==> src/rtl/mma_result_drain.sv <==
// mma_result_drain
// Captures one FP32 result tile from tensor_core_fp16_mma, converts every
// element to FP16 (round-to-nearest-even) and streams it out one row per
// valid/ready beat. d_ready tells the core when a new tile can be accepted.
//
// Build option: define DRAIN_SAT_EN to saturate overflowing finite inputs to
// +/-65504 instead of +/-Inf. ovf_sticky is set in both builds.
//
// state | meaning
// IDLE  | no tile held, d_ready=1, waiting for result_valid
// LOAD  | tile captured, converting row 0 into the output register
// SEND  | a row beat is presented, waiting for out_ready
`timescale 1ns/1ps

module mma_result_drain #(
    parameter  int M  = 4,
    parameter  int N  = 4,
    localparam int RW = (M > 1) ? $clog2(M) : 1
) (
    input  logic              clk,
    input  logic              rst_n,
    input  logic              result_valid,
    input  logic [31:0]       matrix_d [M*N],
    output logic              d_ready,
    output logic              out_valid,
    input  logic              out_ready,
    output logic [16*N-1:0]   out_data,
    output logic [RW-1:0]     out_row,
    output logic              out_last,
    input  logic              status_clr,
    output logic              ovf_sticky,
    output logic              drop_sticky
);

    localparam logic [1:0] ST_IDLE = 2'd0;
    localparam logic [1:0] ST_LOAD = 2'd1;
    localparam logic [1:0] ST_SEND = 2'd2;

    logic [1:0]        state_q, state_d;
    logic [31:0]       cap_q [M*N];
    logic              out_valid_q, out_valid_d;
    logic [16*N-1:0]   out_data_q, out_data_d;
    logic [RW-1:0]     out_row_q, out_row_d;
    logic              out_last_q, out_last_d;
    logic              ovf_q, ovf_d;
    logic              drop_q, drop_d;

    logic              capture_en;
    logic              load_en;
    logic [RW-1:0]     load_row;
    logic [16*N-1:0]   row_data;
    logic              row_ovf;
    logic [16:0]       cv;

    // Returns {overflow, fp16}. Overflow only flags finite inputs that exceed
    // the FP16 range after rounding; Inf and NaN never raise it.
    function automatic logic [16:0] fp32_to_fp16(input logic [31:0] x);
        logic        s;
        logic [7:0]  e;
        logic [22:0] f;
        logic [15:0] ovf_res;
        logic [16:0] res;
        logic [14:0] mag;
        logic        rnd;
        logic [23:0] sig;
        logic [4:0]  sh_amt;
        logic [4:0]  g_idx;
        logic [23:0] mask;
        logic [9:0]  sub_m;
        int          u;
        s = x[31];
        e = x[30:23];
        f = x[22:0];
`ifdef DRAIN_SAT_EN
        ovf_res = {s, 15'h7BFF};
`else
        ovf_res = {s, 15'h7C00};
`endif
        u      = int'(e) - 127;
        res    = {1'b0, s, 15'h0};
        mag    = '0;
        rnd    = 1'b0;
        sig    = '0;
        sh_amt = '0;
        g_idx  = '0;
        mask   = '0;
        sub_m  = '0;
        if (e == 8'hFF) begin
            res = (f != 23'h0) ? 17'h07E00 : {1'b0, s, 15'h7C00};
        end else if (e == 8'h00) begin
            res = {1'b0, s, 15'h0};
        end else if (u > 15) begin
            res = {1'b1, ovf_res};
        end else if (u >= -14) begin
            mag = {5'(u + 15), f[22:13]};
            rnd = f[12] & ((|f[11:0]) | f[13]);
            mag = mag + 15'(rnd);
            if (mag[14:10] == 5'h1F) res = {1'b1, ovf_res};
            else                     res = {1'b0, s, mag};
        end else if (u >= -25) begin
            // Value in units of 2^-24 is {1,f} >> (13 + (-14-u)).
            sig    = {1'b1, f};
            sh_amt = 5'(-1 - u);
            g_idx  = 5'(-2 - u);
            mask   = (24'd1 << g_idx) - 24'd1;
            sub_m  = 10'(sig >> sh_amt);
            rnd    = sig[g_idx] & ((|(sig & mask)) | sub_m[0]);
            // A carry out of 0x3FF lands on 0x400, the minimum normal.
            mag    = {5'h0, sub_m} + 15'(rnd);
            res    = {1'b0, s, mag};
        end
        return res;
    endfunction

    // Row selection, conversion, FSM and output register next-state.
    always_comb begin
        capture_en = (state_q == ST_IDLE) && result_valid;
        load_row   = (state_q == ST_LOAD) ? '0 : RW'(out_row_q + 1'b1);
        row_data   = '0;
        row_ovf    = 1'b0;
        cv         = '0;
        for (int c = 0; c < N; c++) begin
            cv = fp32_to_fp16(cap_q[int'(load_row) * N + c]);
            row_data[16*c +: 16] = cv[15:0];
            row_ovf = row_ovf | cv[16];
        end

        state_d     = state_q;
        out_valid_d = out_valid_q;
        out_data_d  = out_data_q;
        out_row_d   = out_row_q;
        out_last_d  = out_last_q;
        load_en     = 1'b0;
        case (state_q)
            ST_IDLE: begin
                if (result_valid) state_d = ST_LOAD;
            end
            ST_LOAD: begin
                load_en = 1'b1;
                state_d = ST_SEND;
            end
            ST_SEND: begin
                if (out_ready) begin
                    if (out_last_q) begin
                        out_valid_d = 1'b0;
                        out_last_d  = 1'b0;
                        state_d     = ST_IDLE;
                    end else begin
                        load_en = 1'b1;
                    end
                end
            end
            default: begin
                state_d     = ST_IDLE;
                out_valid_d = 1'b0;
            end
        endcase
        if (load_en) begin
            out_valid_d = 1'b1;
            out_data_d  = row_data;
            out_row_d   = load_row;
            out_last_d  = (load_row == RW'(M - 1));
        end

        // Set wins over a simultaneous clear.
        ovf_d  = (load_en & row_ovf) | (ovf_q & ~status_clr);
        drop_d = (result_valid && (state_q != ST_IDLE)) | (drop_q & ~status_clr);
    end

    // State, output beat and sticky flag registers.
    always_ff @(posedge clk or negedge rst_n) begin
        if (!rst_n) begin
            state_q     <= ST_IDLE;
            out_valid_q <= 1'b0;
            out_data_q  <= '0;
            out_row_q   <= '0;
            out_last_q  <= 1'b0;
            ovf_q       <= 1'b0;
            drop_q      <= 1'b0;
        end else begin
            state_q     <= state_d;
            out_valid_q <= out_valid_d;
            out_data_q  <= out_data_d;
            out_row_q   <= out_row_d;
            out_last_q  <= out_last_d;
            ovf_q       <= ovf_d;
            drop_q      <= drop_d;
        end
    end

    // Tile capture; only written while idle so a busy strobe cannot corrupt it.
    always_ff @(posedge clk or negedge rst_n) begin
        if (!rst_n) begin
            for (int i = 0; i < M*N; i++) cap_q[i] <= '0;
        end else if (capture_en) begin
            for (int i = 0; i < M*N; i++) cap_q[i] <= matrix_d[i];
        end
    end

    assign d_ready     = (state_q == ST_IDLE);
    assign out_valid   = out_valid_q;
    assign out_data    = out_data_q;
    assign out_row     = out_row_q;
    assign out_last    = out_last_q;
    assign ovf_sticky  = ovf_q;
    assign drop_sticky = drop_q;

endmodule

==> config.mk <==
export PLATFORM = sky130hd
export DESIGN_NAME = mma_result_drain
export DESIGN_NICKNAME = d
export VERILOG_FILES = /design/src/rtl/mma_result_drain.sv
export SDC_FILE = /design/constraint.sdc
export NUM_CORES = 2
export LEC_CHECK = 0
export CORE_MARGIN = 2
export CORE_UTILIZATION = 50
export CTS_CLUSTER_SIZE = 40
export DETAILED_ROUTE_END_ITERATION = 8
export MAX_ROUTING_LAYER = met4
export PLACE_DENSITY = 0.79
export SLEW_MARGIN = 15
export SYNTH_ARGS = -nofsm -noshare
export SYNTH_HDL_FRONTEND = slang
export SYNTH_SLANG_ARGS = --single-unit
==> constraint.sdc <==
create_clock -name clk -period 6.2 [get_ports clk]
set_input_delay 1.24 -clock clk [delete_from_list [all_inputs] [get_ports clk]]
set_output_delay 1.24 -clock clk [all_outputs]
set_load 0.02 [all_outputs]
## Word level (Yosys, flattened, before mapping)

Index checks and enable logic that the tools add are counted.

| storage, ports and cells | value |
|---|---|
| bits in registers | 584 |
| bits of input ports | 517 |
| word-level logic and storage cells | 222 |

| cells by class | value |
|---|---|
| bitwise gates (word level) | 33 |
| reduce and logical (&&, ||, !) cells | 26 |
| add/subtract/negate cells | 32 |
| muxes and demuxes | 63 |
| order comparisons | 20 |
| shift operators | 8 |
| equal/unequal tests | 17 |

Operators by type and width:

| operator | number |
|---|---|
| $bmux W32 S4 | 4 |
| $mux W17 | 20 |
| $mux W32 | 8 |
| $ge A32 B5 Y1 const B | 4 |
| $and A24 B24 Y24 | 4 |
| $not A5 Y32 | 3 |
| $reduce_or A24 Y1 | 4 |
| $shl A1 B5 Y24 const A | 4 |
| $shr A24 B5 Y10 | 4 |
| $sub A24 B1 Y24 const B | 4 |
| $reduce_bool A23 Y1 | 4 |
| $mux W16 | 4 |
| $add A15 B1 Y15 | 4 |
| $reduce_or A12 Y1 | 4 |
| $add A10 B1 Y11 | 4 |
| $mux W11 | 4 |
| $ge A9 B5 Y1 const B | 4 |
| $ge A9 B6 Y1 const B | 4 |
| $gt A9 B5 Y1 const B | 4 |
| $sub A8 B7 Y9 const B | 4 |
| $eq A8 B8 Y1 const B | 4 |
| $logic_not A8 Y1 | 4 |
| $not A4 Y32 | 1 |
| $lt A5 B6 Y1 const B | 4 |
| 26 further kinds | 87 |

## Longest topological paths before layout

| depth | value |
|---|---|
| depth after elaboration | 26 |
| depth in mapped cells | 35 |
| mapped depth without buffers | 23 |

## Least setup slack after synthesis

OpenSTA, ideal clock, no wires.

| timing | value |
|---|---|
| path kind | register to register |
| start | register state_q[1] |
| end | register out_data_q[32], in the netlist out_data[32] |
| setup slack | -0.486 ns |
| library setup time | 0.128 ns |
| stages on the path, launching flop included | 36 |
| arrival time | 6.558 ns |
| clock period less this slack | 6.686 ns |
| path through | dfrtp_1 > inv_1 > ha_1 > buf_6 > buf_6 > buf_2 > buf_6 > buf_2 > buf_2 > buf_2 > buf_1 > clkbuf_1 > nor2_1 > o211ai_1 > o221a_2 > ha_1 > clkbuf_1 > inv_1 > o32a_1 > o211a_1 > buf_2 > xnor2_2 > clkbuf_1 > buf_2 > nand3_1 > ha_1 > clkbuf_1 > nand2_1 > xnor2_1 > a2bb2oi_1 > o2111ai_1 > a32o_1 > nor4_1 > o2111ai_1 > nor4_1 > o41ai_1 |

| on the way | value |
|---|---|
| longest elaborated chain between the ends | 21 |
| elaborated cells between the ends (all ways) | 39 |

Ends and longest elaborated chain:

| what | line | text |
|---|---|---|
| start: declaration | 39 | `logic [1:0] state_q, state_d;` |
| start signal: assignment | 181 | `state_q <= state_d;` |
| $eq A2 B1 Y1 | 118, 134 |  |
| $mux W2 | 118 | `load_row = (state_q == ST_LOAD) ? '0 : RW'(out_row_q + 1'b1);` |
| $add A4 B2 Y5 | 123 | `cv = fp32_to_fp16(cap_q[int'(load_row) * N + c]);` |
| $not A5 Y32 (not written as such) | 123 |  |
| $bmux W32 S4 | 123 |  |
| $mux W32 (not written as such) (2 in series) | 123 |  |
| $sub A8 B7 Y9 | 79 | `u = int'(e) - 127;` |
| $sub A2 B5 Y5 | 104 | `g_idx = 5'(-2 - u);` |
| [4 not listed] | -- |  |
| $or A1 B1 Y1 | 107 | `rnd = sig[g_idx] & ((\|(sig & mask)) \| sub_m[0]);` |
| $and A1 B1 Y1 | 107 |  |
| $add A10 B1 Y11 | 109 | `mag = {5'h0, sub_m} + 15'(rnd);` |
| $mux W11 | 100 | `end else if (u >= -25) begin` |
| $mux W17 | 94 | `end else if (u >= -14) begin` |
| $mux W17 | 92 | `end else if (u > 15) begin` |
| $mux W17 | 90 | `end else if (e == 8'h00) begin` |
| $mux W17 | 88 | `if (e == 8'hFF) begin` |
| end signal: assignment | 183 | `out_data_q <= out_data_d;` |
| end: declaration | 42 | `logic [16*N-1:0] out_data_q, out_data_d;` |

Several ways; a longest one is shown, not always the timed one. The select of a mux whose other input is x is not followed.
A chain may end at the register's enable or synchronous reset.

## Worst setup path in the final report

| timing | value |
|---|---|
| start | register state_q[1] |
| end | register out_data_q[16], in the netlist out_data[16] |

| on the way | value |
|---|---|
| longest elaborated chain between the ends | 21 |
| elaborated cells between the ends (all ways) | 39 |

Ends and longest elaborated chain:

| what | line |
|---|---|
| $eq A2 B1 Y1 | 118, 134 |
| $mux W2 | 118 |
| $add A4 B1 Y5 | 123 |
| $not A5 Y32 (not written as such) | 123 |
| $bmux W32 S4 | 123 |
| $mux W32 (not written as such) (2 in series) | 123 |
| $sub A8 B7 Y9 | 79 |
| $sub A2 B5 Y5 | 104 |
| [4 not listed] | -- |
| $or A1 B1 Y1 | 107 |
| $and A1 B1 Y1 | 107 |
| $add A10 B1 Y11 | 109 |
| $mux W11 | 100 |
| $mux W17 | 94 |
| $mux W17 | 92 |
| $mux W17 | 90 |
| $mux W17 | 88 |

Several ways; a longest one is shown, not always the timed one. The select of a mux whose other input is x is not followed.

==> flow_summary_export.csv <==
group,metric,value,unit
final_layout,finalNetCount,4946,
hold_path,holdCritPathClass,"register to register",
synthesis,avgSynthCellArea,10.3,sq um
final_layout,num-fill-cells,6346,
clock_network,cts_tree,"yes",
synthesis,yosys.area.top_type,"dfrtp_1",
setup_path,cp_max_fo,14,
detailed_routing,ant_nets,0,
synthesis,ys_top_cells_by_count,"dfrtp_1, mux2_2, nand2_1, nor2_1, clkbuf_1",
detailed_routing,first_iter_violations,4840,
sta,tns,0,ns
setup_path,cp-start-kind,"register",
die,start_util,50.3,%
detailed_routing,remaining_drc_errors,0,
sta,period_minus_slack,5.87,ns
clock_network,clock-sinks,584,
synthesis,ys_ff_latch,584,
synthesis,synth-main-ff-cell,"dfrtp_1",
status,outcome,"complete, no violations",
setup_path,slowest_stage,"mux4_2",
detailed_routing,drt_wl_total,159000,um
die,io_pins,588,
setup_path,max_stage_delay,0.63,ns
die,die_h,285,um
synthesis,synthMuxAreaShare,25.0,%
synthesis,synth-simple-area-share,13.2,%
synthesis,synth_top_family_by_area,"multiplexers",
clock_network,htreeDepth,3,
clock_network,post_cts_buffers,0,
setup_path,worstPathArrival,6.36,ns
sta,finalSetupViolCount,0,
die,placementRows,103,
setup_path,crit_type,"register to register",
synthesis,synth_edf_count,0,
synthesis,ys_types,117,
final_layout,layout-drive-gt1-share,22.9,%
clock_network,cts-root-buf,"clkbuf_16",
detailed_routing,avgRoutedWirePerCell,28.8,um
global_routing,antenna_found_initial,40,
sta,slew_viol_final,0,
die,die-width,285,um
sta,rsz0062_at_grt,"false",
synthesis,synth_top_area_share,36.9,%
synthesis,syn_nets,4424,
clock_network,postCtsHoldBufs,0,
synthesis,syn_inst,3864,
run,max-cap-violations,0,
global_routing,grt-ovfl-total,0,
clock_network,cts_buffers,69,
global_routing,grt_first_pass_wirelength,233000,um
setup_path,crit_required,6.69,ns
synthesis,synth-compound-area-share,16.3,%
clock_network,cts.clk_slew.worst_paths,0.06,ns
setup_path,path_cells,"inv_1, ha_4, buf_12, nor2_8, mux4_2, ha_1, o311a_1, xnor3_1, or3_1, nand2_1, nand3_1, ha_1, buf_4, inv_1, a21oi_1, a31o_2, a31oi_1, nand4_1, a2111o_1, nor4_1, o31ai_1",
sta,slew_headroom,17.7,%
global_routing,grt_max_degree,158,
detailed_routing,vias_per_cell,6.60,
detailed_routing,vias,36475,
clock_network,cts_resized,0,
placed_design,place.gp.congestion,1.02,
synthesis,synth-seq-area-share,36.9,%
setup_path,setup.worst_path.end_class,"register",
sta,hold_viol,0,
sta,skew,0.0524,ns
global_routing,groute.usage.overall,39.2,%
synthesis,synth_area,0.0396,sq mm
sta,fmax,170,MHz
die,core_area,0.0787,sq mm
sta,min_period_over_period,94.7,%
placed_design,hpwl,121000,um
synthesis,synth_area_leaders,"dfrtp_1, mux2_2, mux4_2, mux2i_1, nand2_1",
clock_network,clk_latency,0.67,ns
global_routing,grt_pass1_vias,34837,
synthesis,async_reset_ff_share,100,%
synthesis,yosysWarnings,0,
synthesis,synth.most_common_cell,"dfrtp_1",
detailed_routing,dr.pass1.iters,6,
die,die_area,0.0815,sq mm
synthesis,synth_xor_area_share,3.07,%
synthesis,synth_fa_ha_area_share,1.36,%
final_layout,area_growth_syn_to_layout,24.5,%
placed_design,io_buffers,587,
clock_network,cts_max_path_buffers,3,
sta,tightest_slew,1.23,ns
==> layer usage <==
metal  share of wire (%)  wire length, um  GRT usage (%)
met5                   0                0              -
met2                  42            67100           54.3
met3                  12            18300           10.7
met4                 4.4             7010           14.8
met1                  42            66700           54.7
==> sequential cells by signal (all words and copies together), names as in the netlist <==
name / count
ovf_sticky: 1
cap_q: 512
out_row: 2
out_data: 64
drop_sticky: 1
state_q: 2
out_last: 1
out_valid: 1
==> cell families (layout without fill, tap and decap cells) <==
family,Yosys count,in the layout
other,0,42
multiplexers,792,792
XOR/XNOR,131,131
AND/OR/NAND/NOR,1036,1036
flip-flops,584,584
buffers and inverters,356,930
AO/OA/AOI/OAI,922,922
adder cells (fa/ha/maj),43,43
==> worst max-delay path: cells and delay by family, from the launching register on <==
kind | cells | cell delay (ns)
AOI/OAI and AO/OA | 6 | 1.31
adders and majority gates | 3 | 0.81
DFF | 1 | 0.35
and+or+nand+nor | 6 | 1.57
xor gates and xnor gates | 1 | 0.37
buffers and inverters | 4 | 0.65
muxes | 1 | 0.63
==> area by class of cell <==
| type | count | area, sq um | share of cell area, % |
|---|---|---|---|
| repair buffers | 754 | 7320 | 14.8 |
| clock buffers | 102 | 2000 | 4.06 |
| inverters | 53 | 199 | 0.403 |
| multi-input cells | 2924 | 23400 | 47.5 |
| flip-flops and latches | 584 | 14600 | 29.6 |
| clock inverters | 21 | 349 | 0.708 |
| well taps | 1050 | 1310 | 2.66 |
| diodes | 42 | 105 | 0.213 |
==> final timing paths <==
| check | start | to | slack [ns] | cells past startpoint |
|---|---|---|---|---|
| setup / recovery | state_q[1] | out_data[16] | 0.33 | 21 |
| hold / removal | out_data[15] | out_data[15] | 0.48 | 2 |
| setup reg to reg | state_q[1] | out_data[16] | 0.33 | 21 |
| hold reg to reg | out_data[15] | out_data[15] | 0.48 | 2 |
| max in group asynchronous | rst_n | cap_q[193] | 4.29 | 2 |
| min in group asynchronous | rst_n | cap_q[389] | 0.58 | 1 |
==> per-stage QoR <==
stage | cell area [sq um] | hold WS (ns) | util [%] | setup WS, ns | std cells
global placement | 46800 | 0.455 | 59.4 | 0.513 | 5359
finish | 49300 | 0.478 | 62.6 | 0.327 | 5530
floorplan | 39600 | 0.469 | - | 0.000236 | 3864
detailed placement | 46800 | 0.468 | 59.4 | 0.358 | 5359
CTS | 49200 | 0.481 | 62.4 | 0.365 | 5482
global route | 49300 | 0.499 | 62.6 | 0.0147 | 5524
==> cells in the final DEF (no fill, tap or decap), types with 18 or more instances in the layout <==
cell type        Yosys  routed
o2111ai_1           18      18
o21ai_0            150     149
nor3_1              71      70
o22ai_1             82      82
clkdlybuf4s50_1      0     586
mux2_2             556     556
o22a_1              29      29
xnor2_1             95      95
a22oi_1             38      38
o211ai_1            52      52
diode_2              0      42
and3_1              34      34
clkbuf_16            0      69
nor3b_1             39      39
mux2i_1            133     133
a211oi_1            28      28
ha_1                43      42
buf_4                7     152
nand2_1            314     312
inv_1               44      44
and2_1              31      31
mux4_2             100     100
nand3_1            109     109
nor2_1             211     211
o221ai_1            25      25
o31ai_1             21      21
nor4_1              40      40
nand2b_1            19      18
nand4_1             43      43
a21o_1              18      18
xor2_1              30      30
clkbuf_1           190      18
a2bb2oi_1           23      23
dfrtp_1            584     582
or3_1               20      20
a21oi_1            167     167
a31oi_1             49      49
Power is not shown: default switching activity piles up to over one toggle a cycle in this logic, so the estimate is an artifact.
